[src/rtl/bcd_field_editor.sv]
// Button-driven editor for a row of packed BCD fields (field 0 in the MSB byte).
// Optional auto-repeat on held up/down buttons: define BCD_EDITOR_AUTOREPEAT_EN.
module bcd_field_editor #(
   parameter int                    N_FIELDS   = 6,
   parameter logic [8*N_FIELDS-1:0] FIELD_MAX  = 48'h31_12_99_23_59_59,
   parameter logic [8*N_FIELDS-1:0] FIELD_MIN  = 48'h01_01_00_00_00_00,
   parameter int                    REPEAT_DLY = 16,
   parameter int                    REPEAT_PER = 4,
   localparam int                   SEL_W      = (N_FIELDS > 1) ? $clog2(N_FIELDS) : 1
) (
   input  logic                    clk,
   input  logic                    reset,
   input  logic                    btn_p,
   input  logic                    btn_r,
   input  logic                    btn_l,
   input  logic                    btn_u,
   input  logic                    btn_d,
   input  logic [8*N_FIELDS-1:0]   load_data,
   output logic [8*N_FIELDS-1:0]   field_data,
   output logic [SEL_W-1:0]        sel,
   output logic                    editing,
   output logic                    commit,
   output logic [1:0]              state
);

   typedef enum logic [1:0] {
      ST_IDLE   = 2'd0,
      ST_LOAD   = 2'd1,
      ST_EDIT   = 2'd2,
      ST_COMMIT = 2'd3
   } state_t;

   if (N_FIELDS < 2 || N_FIELDS > 8 || REPEAT_DLY < 1 || REPEAT_PER < 1) begin : g_cfg_check
      $error("bcd_field_editor: unsupported parameter combination");
   end

   function automatic logic [7:0] bcd_inc(input logic [7:0] v, input logic [7:0] mx,
                                          input logic [7:0] mn);
      if (v >= mx)              return mn;
      else if (v[3:0] == 4'h9)  return v + 8'h07;
      else                      return v + 8'h01;
   endfunction

   function automatic logic [7:0] bcd_dec(input logic [7:0] v, input logic [7:0] mx,
                                          input logic [7:0] mn);
      if (v <= mn)              return mx;
      else if (v[3:0] == 4'h0)  return v - 8'h07;
      else                      return v - 8'h01;
   endfunction

   state_t                  state_q;
   logic [SEL_W-1:0]        sel_q;
   logic                    editing_q;
   logic                    commit_q;
   logic [8*N_FIELDS-1:0]   field_q;
   logic [8*N_FIELDS-1:0]   field_d;
   logic [4:0]              btn_prev_q;
   logic                    armed_q;

   logic [4:0]              btn_now;
   logic [4:0]              btn_edge;
   logic                    in_edit;
   logic                    any_edge;
   logic                    act_p, act_r, act_l, act_u, act_d;
   logic                    rpt_step_up, rpt_step_dn;
   logic                    step_up, step_dn;

   // armed_q masks the first sample after reset so a button already held is not an edge
   assign btn_now  = {btn_p, btn_r, btn_l, btn_u, btn_d};
   assign btn_edge = btn_now & ~btn_prev_q & {5{armed_q}};
   assign in_edit  = (state_q == ST_EDIT);
   assign any_edge = |btn_edge;

   assign act_p = in_edit & btn_edge[4];
   assign act_r = in_edit & ~btn_edge[4] & btn_edge[3];
   assign act_l = in_edit & ~(|btn_edge[4:3]) & btn_edge[2];
   assign act_u = in_edit & ~(|btn_edge[4:2]) & btn_edge[1];
   assign act_d = in_edit & ~(|btn_edge[4:1]) & btn_edge[0];

   assign step_up = act_u | rpt_step_up;
   assign step_dn = act_d | rpt_step_dn;

`ifdef BCD_EDITOR_AUTOREPEAT_EN
   localparam int RPT_MAX = (REPEAT_DLY > REPEAT_PER) ? REPEAT_DLY : REPEAT_PER;
   localparam int CNT_W   = (RPT_MAX > 2) ? $clog2(RPT_MAX) : 1;

   logic              rpt_act_q;
   logic              rpt_up_q;
   logic [CNT_W-1:0]  rpt_cnt_q;
   logic              rpt_held;
   logic              rpt_fire;

   assign rpt_held    = rpt_up_q ? btn_u : btn_d;
   assign rpt_fire    = in_edit & rpt_act_q & ~any_edge & rpt_held & (rpt_cnt_q == '0);
   assign rpt_step_up = rpt_fire & rpt_up_q;
   assign rpt_step_dn = rpt_fire & ~rpt_up_q;

   // Counter reloads with DLY-1 on the edge step, then PER-1 after every repeat step
   always_ff @(posedge clk or posedge reset) begin
      if (reset) begin
         rpt_act_q <= 1'b0;
         rpt_up_q  <= 1'b0;
         rpt_cnt_q <= '0;
      end else if (!in_edit) begin
         rpt_act_q <= 1'b0;
      end else if (any_edge) begin
         rpt_act_q <= act_u | act_d;
         rpt_up_q  <= act_u;
         rpt_cnt_q <= CNT_W'(REPEAT_DLY - 1);
      end else if (rpt_act_q && !rpt_held) begin
         rpt_act_q <= 1'b0;
      end else if (rpt_act_q) begin
         if (rpt_cnt_q == '0) rpt_cnt_q <= CNT_W'(REPEAT_PER - 1);
         else                 rpt_cnt_q <= rpt_cnt_q - 1'b1;
      end
   end
`else
   assign rpt_step_up = 1'b0;
   assign rpt_step_dn = 1'b0;
`endif

   for (genvar gi = 0; gi < N_FIELDS; gi++) begin : g_field
      localparam int         OFS   = 8 * (N_FIELDS - 1 - gi);
      localparam logic [7:0] F_MAX = FIELD_MAX[OFS +: 8];
      localparam logic [7:0] F_MIN = FIELD_MIN[OFS +: 8];

      logic [7:0] cur;
      logic [7:0] inc_v;
      logic [7:0] dec_v;
      logic       hit;

      assign cur   = field_q[OFS +: 8];
      assign hit   = (sel_q == SEL_W'(gi));
      assign inc_v = bcd_inc(cur, F_MAX, F_MIN);
      assign dec_v = bcd_dec(cur, F_MAX, F_MIN);

      assign field_d[OFS +: 8] = (state_q == ST_LOAD) ? load_data[OFS +: 8] :
                                 (hit && step_up)     ? inc_v :
                                 (hit && step_dn)     ? dec_v : cur;
   end

   always_ff @(posedge clk or posedge reset) begin
      if (reset) begin
         state_q    <= ST_IDLE;
         sel_q      <= '0;
         editing_q  <= 1'b0;
         commit_q   <= 1'b0;
         field_q    <= FIELD_MIN;
         btn_prev_q <= '0;
         armed_q    <= 1'b0;
      end else begin
         armed_q    <= 1'b1;
         btn_prev_q <= btn_now;
         field_q    <= field_d;
         commit_q   <= 1'b0;
         case (state_q)
            ST_IDLE: begin
               if (btn_edge[4]) begin
                  state_q   <= ST_LOAD;
                  editing_q <= 1'b1;
               end
            end
            ST_LOAD: begin
               state_q <= ST_EDIT;
               sel_q   <= '0;
            end
            ST_EDIT: begin
               if (act_p) begin
                  state_q   <= ST_COMMIT;
                  editing_q <= 1'b0;
                  commit_q  <= 1'b1;
               end else if (act_r) begin
                  if (sel_q == SEL_W'(N_FIELDS - 1)) sel_q <= '0;
                  else                               sel_q <= sel_q + 1'b1;
               end else if (act_l) begin
                  if (sel_q == '0) sel_q <= SEL_W'(N_FIELDS - 1);
                  else             sel_q <= sel_q - 1'b1;
               end
            end
            default: begin
               state_q <= ST_IDLE;
            end
         endcase
      end
   end

   assign field_data = field_q;
   assign sel        = sel_q;
   assign editing    = editing_q;
   assign commit     = commit_q;
   assign state      = state_q;

endmodule
[config.mk]
export PLATFORM = sky130hd
export DESIGN_NAME = bcd_field_editor
export DESIGN_NICKNAME = d
export VERILOG_FILES = /design/src/rtl/bcd_field_editor.sv
export SDC_FILE = /design/constraint.sdc
export NUM_CORES = 1
export LEC_CHECK = 0
export ABC_AREA = 1
export CAP_MARGIN = 20
export CORE_UTILIZATION = 55
export DETAILED_ROUTE_END_ITERATION = 10
export PLACE_DENSITY = 0.89
export SLEW_MARGIN = 0
export SYNTH_ARGS = -nofsm -noshare
export SYNTH_HDL_FRONTEND = slang
export SYNTH_SLANG_ARGS = --single-unit
[constraint.sdc]
create_clock -name clk -period 3.45 [get_ports clk]
set_input_delay 0.69 -clock clk [delete_from_list [all_inputs] [get_ports clk]]
set_output_delay 0.69 -clock clk [all_outputs]
set_load 0.03 [all_outputs]
==> out/results.ini, run 1 <==
[outcome]
status = finished clean

[logic_synthesis]
synth_cells = 948
syn-cell-area_sq_mm = 0.005887
yosysTopAreaCellShare_pct = 25.08
syn-num-nets = 1026
ys_top_cells_by_area = dfrtp_1, nand2_1, nand3_1, inv_1, nor2_1
syn_avg_cell_area_sq_um = 6.210
yosysSeqAreaShare_pct = 25.97
ys_ff_latch = 61
synth-async-reset-ratio_pct = 100.0
synth_edf_count = 0
synth_cell_types = 43
ys_warn_count = 0
yosys_most_used_dff = dfrtp_1
yosys.area.top_type = dfrtp_1

[detailed_routing]
drt_iter0_drc = 457
routed_via_density = 5.326
dr.pass1.iters = 5
ant_nets = 0
drc = 0
wl_mm = 15.46
post_drt_wl_per_cell_um = 12.97
via_count = 6349

[placed_design]
dp_cells = 1176
portBuffers = 109
detailedPlace.worstSlack_ns = 0.8584
dp_hpwl_mm = 11.46
place.gp.congestion = 0.9367
dpl-instance-area_sq_mm = 0.007079

[clock_network]
insertion_delay_ns = 0.34
postCtsSetupRepairBufs = 0
clk_pin_slew_ns = 0.07
cts_buffers = 9
htree_levels = 3
cts_tree = yes
holdBufCountCts = 0
cts_buffer_depth = 2
cts_resized = 0
cts-root-buf = clkbuf_8
cts_sinks = 61

[die]
start_util_pct = 56.77
die_area_sq_mm = 0.01112
io_pins = 110
placementRows = 37
core_area_sq_mm = 0.01037
die_x_um = 105.5
fp.dieH_um = 105.5

[setup_path]
path_delay_family = simple AND/OR/NAND/NOR gates
critical_path.cell_chain = nor2_1, inv_1, nor2_1, inv_1, ha_1, inv_1, o21ai_0, inv_1, nand3_1, nand2_1, a21oi_1, nand2_1, nand2_1, nand2_1
crit_required_ns = 3.68
start_kind = flop
cp.arrival_ns = 2.63
endpoint_kind = flop
path_buf_inv = 4
path_class = reg2reg
crit_fanout = 11
cp_slowest_cell = dfrtp_1
critPathMaxStageDelay_ns = 0.51

[global_route]
grt_util_all_layers_pct = 28.36
antenna_found_initial = 0
grt_max_degree = 43
grt-ovfl-total = 0
grt_pass1_vias = 5657
grt_pass1_wl_mm = 25.80

[timing]
fin_skew_ns = 0.007295
hold_slack_ns = 0.5101
relSlewSlack_pct = 54.97
min_period_over_period_pct = 69.69
tightest_slew_ns = 0.6744
final.min_clock_period_ns = 2.404
finalHoldViolations = 0
finalSetupViolCount = 0
setup_tns_ns = 0
worst_slack_ns = 1.046
maxSlewViolCount = 0
fmax_ghz = 0.4159
grt_setup_unrepaired = false

[power]
p_clk_share_pct = 8.2
ir_drop_mv = 0.5908
power_switching_mw = 3.997
internal_power_mw = 3.235
power_mw = 7.232
seqPwrFrac_pct = 22.3
pwr_density_cell_mw_per_mm2 = 996.6
leakage_nw = 3.664
combPwrFrac_pct = 69.5
switching_share_pct = 55.26

[final_layout]
fin_cells = 1192
final_common_cell = nand2_1
antenna_cells = 0
drive_above_1_share_pct = 7.576
area_delta_synth_final_pct = 23.27
nNetsFinal = 1129
fin_area_sq_mm = 0.007257
fin_util_pct = 69.98
mostFrequentLayoutCells = nand2_1, nand3_1, clkdlybuf4s50_1

[min_path]
hp-class = reg2reg

[run]
cap_violations = 0

[cells by family after synthesis]
logic type / count (synthesis) / share of synthesized area [%]
buffers and inverters: 138 / 9.628
other: 1 / 0.06370
and+or+nand+nor: 600 / 45.65
xor gates and xnor gates: 26 / 3.868
adders and majority gates: 23 / 4.888
AOI/OAI and AO/OA: 96 / 9.394
muxes: 3 / 0.5313
DFF: 61 / 25.97
[cell type report]
cell class                 count  area [sq um]
fill                         909          3113
tap                          136         170.2
timing repair buffer         116          1156
clock inverter                 4         22.52
inverter                     114         432.9
multi-input combinational    749          3791
sequential                    61          1529
clock buffer                  12         155.1
[power by group through the flow]
stage,Sequential (mW),Clock (mW),Combinational [mW]
floorplan,1.97,0,3.21
global placement,1.61,0,4.87
detailed placement,1.61,0,4.96
CTS,1.60,0.595,5.00
global route,1.67,0.629,5.62
finish,1.62,0.591,5.03
[cells in the mapped netlist (3+ instances only)]
cell,count
inv_1,105
xnor2_1,4
ha_1,23
nand3_1,110
clkbuf_1,6
nand3_4,5
nand2_1,315
o21ai_0,37
o21a_1,8
a21oi_1,35
nand4_1,20
o21ai_1,6
nor2_1,102
or2_2,14
nand2_2,6
xor2_1,22
dfrtp_1,59
nor3_1,7
nor2_2,4
buf_2,13
nor2_4,8
o211ai_1,3
inv_2,7
[layer usage]
metal | track usage (%) | vias up | share of wire (%)
met5 | 0 | - | 0
met4 | 7.746 | 0 | 1.2
met3 | 3.958 | 21 | 6.6
met2 | 47.04 | 257 | 47
met1 | 38.62 | 2836 | 45
li1 | - | 3235 | -
[worst reg2reg max path, delay by kind of cell (launching register included)]
family	cells	cell delay, ns
adders and majority gates	1	0.32
DFF	1	0.51
AOI/OAI and AO/OA	2	0.43
buffers and inverters	4	0.31
and+or+nand+nor	7	0.74
[worst paths after layout]
path                                from              to  slack [ns]  depth (start not counted)
setup / recovery           field_data[8]  field_data[14]        1.05                         14
hold / removal                   editing         editing        0.51                          2
setup reg to reg           field_data[8]  field_data[14]        1.05                         14
hold reg to reg                  editing         editing        0.51                          2
max in group asynchronous          reset          sel[0]        1.95                          3
min in group asynchronous          reset  field_data[35]        0.77                          2
[registers in the layout, summed over array words and instances (netlist names)]
name / cells
field_data: 48
editing: 1
armed_q: 1
state: 2
commit: 1
btn_prev_q: 5
sel: 3
Power figures use the tool's default switching activity.
==> inputs of run 2 (changes only) <==
--- a/config.mk
+++ b/config.mk
@@ -7,9 +7,9 @@
 export LEC_CHECK = 0
 export ABC_AREA = 1
 export CAP_MARGIN = 20
-export CORE_UTILIZATION = 55
+export CORE_UTILIZATION = 49
 export DETAILED_ROUTE_END_ITERATION = 10
-export PLACE_DENSITY = 0.89
+export PLACE_DENSITY = 0.84
 export SLEW_MARGIN = 0
 export SYNTH_ARGS = -nofsm -noshare
 export SYNTH_HDL_FRONTEND = slang
==> constraint.sdc (replaced) <==
create_clock -name clk -period 2 [get_ports clk]
set_input_delay 0.4 -clock clk [delete_from_list [all_inputs] [get_ports clk]]
set_output_delay 0.4 -clock clk [all_outputs]
set_load 0.03 [all_outputs]
==> run 2 against run 1 <==
Effect of this change: the flow now finishes with violations (design-rule violations); hold slack worse by 0.015 ns; via count rose by 5.3%; power rose by 100%; routed wire length grew 9.7%; die area increased by 12%; sequential share of layout area decreased by 2.1 points; register-to-register slack got worse by 1.0 ns; global-route usage shrank 1.3 points; critical path depth shrank 13; clock-buffer cell count is 3 lower; cell count is 5.6% higher; largest cell class unchanged.
==> out/results.ini, run 2 (synthesis gave the netlist of run 1 again) <==
[outcome]
status = finished, violations left
failed_checks = design-rule violations

[timing]
fmax_ghz = 0.5085
worst_slack_ns = 0.03347  ; -1.012 ns
finalHoldViolations = 0  ; unchanged
fin_skew_ns = 0.006522  ; -0.0007732 ns
finalSetupViolCount = 0  ; unchanged
min_period_over_period_pct = 98.33
maxSlewViolCount = 0  ; unchanged
grt_setup_unrepaired = true
final.min_clock_period_ns = 1.967

[setup_path]
cp_slowest_cell = clkdlybuf4s50_1
regToRegStartpoint = field_data[40]
crit_required_ns = 1.60  ; -2.08 ns
critPathMaxStageDelay_ns = 0.73  ; +0.22 ns
critical_path.cell_chain = clkdlybuf4s50_1
path_buf_inv = 1  ; -3
start_kind = flop
path_delay_family = buffers and inverters
crit_fanout = 5  ; -6
path_class = reg2out
crit_path_start = field_data[43]
endpoint_kind = output port
r2r_slack_ns = 0.05  ; -1.00 ns
cp.arrival_ns = 1.57  ; -1.06 ns

[final_layout]
drive_above_1_share_pct = 17.03  ; +9.4 points
nNetsFinal = 1189  ; +5.3%
fin_area_sq_mm = 0.008103  ; +12%
nFillCells = 1000  ; +10%
area_delta_synth_final_pct = 37.64
mostFrequentLayoutCells = nand2_1, nand3_1, inv_1
largest_reg_flops = 48  ; unchanged
final_common_cell = nand2_1
fin_cells = 1259  ; +5.6%
antenna_cells = 0  ; unchanged

[clock_network]
htree_levels = 3  ; unchanged
holdBufCountCts = 0  ; unchanged
cts_buffers = 9  ; unchanged
cts-root-buf = clkbuf_16
clk_pin_slew_ns = 0.06  ; about the same
cts_buffer_depth = 2  ; unchanged
cts_sinks = 61  ; unchanged
insertion_delay_ns = 0.35  ; about the same
cts_tree = yes

[detailed_routing]
drc = 5  ; +5
via_count = 6687  ; +5.3%
routed_via_density = 5.311  ; -0.28%
post_drt_wl_per_cell_um = 13.47  ; +3.9%
wl_mm = 16.96  ; +9.7%
ant_nets = 0  ; unchanged
drt_iter0_drc = 489  ; +7.0%
dr.pass1.iters = 8  ; +3

[global_route]
grt_pass1_vias = 5905  ; +4.4%
antenna_found_initial = 0  ; unchanged
grt_max_degree = 62  ; +44%
grt-ovfl-total = 0  ; unchanged
grt_pass1_wl_mm = 27.49  ; +6.6%
grt_util_all_layers_pct = 27.05  ; -1.3 points

[placed_design]
detailedPlace.worstSlack_ns = -0.1551  ; -1.014 ns
dp_cells = 1233  ; +4.8%
place.gp.congestion = 0.9586  ; +2.3%
dp_hpwl_mm = 11.94  ; +4.2%
portBuffers = 109  ; unchanged
dpl-instance-area_sq_mm = 0.007581  ; +7.1%

[die]
placementRows = 39  ; +5.4%
die_x_um = 111.6  ; +5.8%
core_area_sq_mm = 0.01156  ; +12%
start_util_pct = 50.90  ; -5.9 points
io_pins = 110  ; unchanged
die_area_sq_mm = 0.01246  ; +12%
fp.dieH_um = 111.6  ; +5.8%

[min_path]
hp-class = in2async

[power]
power_mw = 14.48  ; +100%
leakage_nw = 4.119  ; +12%
ir_drop_mv = 1.008  ; +71%
pwr_density_cell_mw_per_mm2 = 1787  ; +79%

[run]
cap_violations = 0  ; unchanged

## run 2: changes by cell type in the layout (fill, tap and decap cells not counted), moves of 6 or more
cell / previous run / this run
dlymetal6s2s_1: 0 / 7
buf_4: 6 / 63
clkdlybuf4s50_1: 109 / 97
clkbuf_8: 11 / 0
nor2_4: 8 / 15
nand2_1: 315 / 309
clkbuf_16: 0 / 9
dfrtp_2: 0 / 9
ha_1: 23 / 16
dfrtp_1: 59 / 50
nor2_1: 102 / 90
## run 2: layer usage
layer	track usage [%]	share of wire, %	wire [um]	vias to the layer above
met5	0	0	0	-
met4	7.477	1.3	221	0
met3	5.661	6.2	1050	32
met2	46.38	48	8192	253
met1	34.46	44	7496	3038
li1	-	-	-	3364
## run 2: final cells by class
cell class | count | area (sq um) | share of cell area [%]
Sequential cell | 61 | 1540 | 19.01
Multi-Input combinational cell | 749 | 3990 | 49.24
Timing Repair Buffer | 176 | 1655 | 20.43
Clock buffer | 9 | 225.2 | 2.779
Clock inverter | 7 | 76.32 | 0.9419
Tap cell | 143 | 178.9 | 2.208
Inverter | 114 | 436.7 | 5.389
## run 2: per-stage QoR
step	hold slack, ns	TNS (ns)	utilization [%]
after floorplan	0.4314	-0.06432	-
after global placement	0.5025	-3.605	65.55
after CTS	0.5229	0	68.11
after global routing	0.5379	-0.1754	70.06
final	0.4949	0	70.06
after detailed placement	0.5070	-4.713	65.55
## run 2: path summary, 6_finish.rpt
| check | to | depth (start not counted) |
|---|---|---|
| worst max-delay path | field_data[43] | 1 |
| worst min register to register | editing | 2 |
| max in group asynchronous | field_data[27] | 3 |
| min in group clk | editing | 2 |
| worst max register to register | field_data[42] | 14 |
| worst min-delay path | field_data[12] | 3 |
## run 2: where the power goes
part | total [mW] | switching, mW | internal [mW] | leakage [nW]
Combinational | 10.3 | 6.17 | 4.14 | 3.24
Clock | 1.61 | 0.646 | 0.968 | 0.142
Sequential | 2.55 | 0.744 | 1.81 | 0.737
Total | 14.5 | 7.56 | 6.92 | 4.12
## run 2: what timing repair did
action / CTS / global route
pin swaps: 0 / 13
setup endpoints to repair: 5 / 33
buffers inserted: 0 / 10
resized for setup: 5 / 48
==> inputs of run 3 (changes only) <==
--- a/config.mk
+++ b/config.mk
@@ -8,8 +8,10 @@
 export ABC_AREA = 1
 export CAP_MARGIN = 20
 export CORE_UTILIZATION = 49
+export CTS_CLUSTER_SIZE = 40
 export DETAILED_ROUTE_END_ITERATION = 10
 export PLACE_DENSITY = 0.84
+export SKIP_LAST_GASP = 1
 export SLEW_MARGIN = 0
 export SYNTH_ARGS = -nofsm -noshare
 export SYNTH_HDL_FRONTEND = slang
==> run 3 against run 2 <==
Effect of this change: the run still ends with design-rule violations left; final area about the same; global-route usage unchanged; maximum frequency increased by 0.11%; setup slack improved by 0.0021 ns; sequential power about the same; cell count unchanged; hold slack got worse by 0.0022 ns; die area unchanged; sequential cell count unchanged; combinational power about the same; routed wire length decreased by 0.28%; largest power group unchanged.
==> out/results.ini, run 3 (synthesis gave the netlist of run 1 again) <==
[setup_path]
crit_required_ns = 1.60  ; about the same
crit_fanout = 5  ; unchanged
cp_slowest_cell = clkdlybuf4s50_1
cp.arrival_ns = 1.56  ; about the same
endpoint_kind = output port
path_class = reg2out
path_buf_inv = 1  ; unchanged
path_delay_family = buffers and inverters
critical_path.cell_chain = clkdlybuf4s50_1
start_kind = flop
critPathMaxStageDelay_ns = 0.73  ; about the same

[power]
seqPwrFrac_pct = 17.6  ; about the same
p_clk_share_pct = 11.1  ; about the same
internal_power_mw = 6.918  ; about the same
ir_drop_mv = 1.007  ; -0.11%
combPwrFrac_pct = 71.2  ; about the same
pwr_density_cell_mw_per_mm2 = 1786  ; about the same
leakage_nw = 4.108  ; -0.28%
power_switching_mw = 7.545  ; -0.17%
switching_share_pct = 52.17  ; about the same

[global_route]
grt_util_all_layers_pct = 27.05  ; unchanged
grt_pass1_vias = 5905  ; unchanged
grt-ovfl-total = 0  ; unchanged
grt_pass1_wl_mm = 27.49  ; unchanged
grt_max_degree = 62  ; unchanged
antenna_found_initial = 0  ; unchanged

[clock_network]
cts_buffer_depth = 2  ; unchanged
holdBufCountCts = 0  ; unchanged
cts-root-buf = clkbuf_16
insertion_delay_ns = 0.35  ; about the same
clk_pin_slew_ns = 0.06  ; about the same
cts_tree = yes
cts_sinks = 61  ; unchanged
cts_buffers = 9  ; unchanged
htree_levels = 3  ; unchanged

[final_layout]
mostFrequentLayoutCells = nand2_1, nand3_1, inv_1, clkdlybuf4s50_1, nor2_1
antenna_cells = 0  ; unchanged
final_common_cell = nand2_1
nNetsFinal = 1189  ; unchanged
drive_above_1_share_pct = 17.03  ; unchanged
area_delta_synth_final_pct = 37.60  ; about the same
largest_reg_flops = 48  ; unchanged

[timing]
fmax_ghz = 0.5091  ; +0.11%
setup_tns_ns = 0  ; unchanged
min_period_over_period_pct = 98.22  ; -0.11 points
fin_skew_ns = 0.005879  ; -0.0006429 ns
finalHoldViolations = 0  ; unchanged
grt_setup_unrepaired = true
finalSetupViolCount = 0  ; unchanged
final.min_clock_period_ns = 1.964  ; -0.002132 ns
maxSlewViolCount = 0  ; unchanged
hold_slack_ns = 0.4927  ; -0.002178 ns

[detailed_routing]
ant_nets = 0  ; unchanged
wl_mm = 16.91  ; -0.28%
drc = 5  ; unchanged
via_count = 6661  ; -0.39%
post_drt_wl_per_cell_um = 13.43  ; -0.28%
drt_iter0_drc = 484  ; -1.0%
dr.pass1.iters = 10  ; +2
routed_via_density = 5.291  ; -0.39%

[die]
start_util_pct = 50.90  ; unchanged
die_area_sq_mm = 0.01246  ; unchanged
io_pins = 110  ; unchanged
fp.dieH_um = 111.6  ; unchanged
die_x_um = 111.6  ; unchanged
placementRows = 39  ; unchanged
core_area_sq_mm = 0.01156  ; unchanged

[outcome]
status = finished, violations left
failed_checks = design-rule violations

[placed_design]
dp_hpwl_mm = 11.94  ; unchanged
portBuffers = 109  ; unchanged
place.gp.congestion = 0.9586  ; unchanged

[run]
cap_violations = 0  ; unchanged

[min_path]
hp-class = in2async

-- run 3: area by class of cell --
type | count | area (sq um)
repair buffers | 176 | 1653
fillers | 1001 | 3465
inverters | 114 | 436.7
clock buffers | 9 | 225.2
clock inverters | 7 | 76.32
multi-input cells | 749 | 3990
flip-flops and latches | 61 | 1540
well taps | 143 | 178.9
-- run 3: metrics by stage --
| step | power (mW) | worst slack, ns | util, % | cell area [sq um] | std cells |
|---|---|---|---|---|---|
| global placement | 12.06 | -0.1325 | 65.55 | 7581 | 1233 |
| floorplan | 9.134 | -0.03631 | - | 5979 | 948 |
| detailed placement | 12.22 | -0.1551 | 65.55 | 7581 | 1233 |
| global route | 15.72 | -0.09019 | 70.04 | 8100 | 1259 |
| finish | 14.46 | 0.03560 | 70.04 | 8100 | 1259 |
| CTS | 13.90 | 0.0005043 | 68.11 | 7876 | 1249 |
-- run 3: per-layer routing --
metal | GRT usage (%) | routed length [um] | vias up
li1 | - | - | 3363
met1 | 34.46 | 7413 | 3009
met2 | 46.38 | 8151 | 257
met3 | 5.661 | 1111 | 32
met4 | 7.477 | 238 | 0
met5 | 0 | 0 | -
-- run 3: path summary, 6_finish.rpt --
path | start | end | slack (ns) | depth (start not counted)
max | field_data[43] | field_data[43] | 0.04 | 1
min | reset | field_data[12] | 0.49 | 3
max reg2reg | field_data[40] | field_data[44] | 0.04 | 15
min reg2reg | editing | editing | 0.52 | 2
max in group asynchronous | reset | field_data[27] | 1.18 | 3
min in group clk | editing | editing | 0.52 | 2
-- run 3: power by group through the flow --
stage / Sequential [mW] / Combinational [mW] / Clock, mW
floorplan: 3.45 / 5.68 / 0
global placement: 2.52 / 9.54 / 0
detailed placement: 2.53 / 9.69 / 0
CTS: 2.52 / 9.74 / 1.63
global route: 2.63 / 11.4 / 1.69
finish: 2.55 / 10.3 / 1.61
-- run 3: what timing repair did --
item                       in CTS  in global routing
setup endpoints to repair       5                 33
setup buffers                   0                 10
hold endpoints to repair        0                  0
gates resized for setup         5                 44
pin swaps                       0                 13
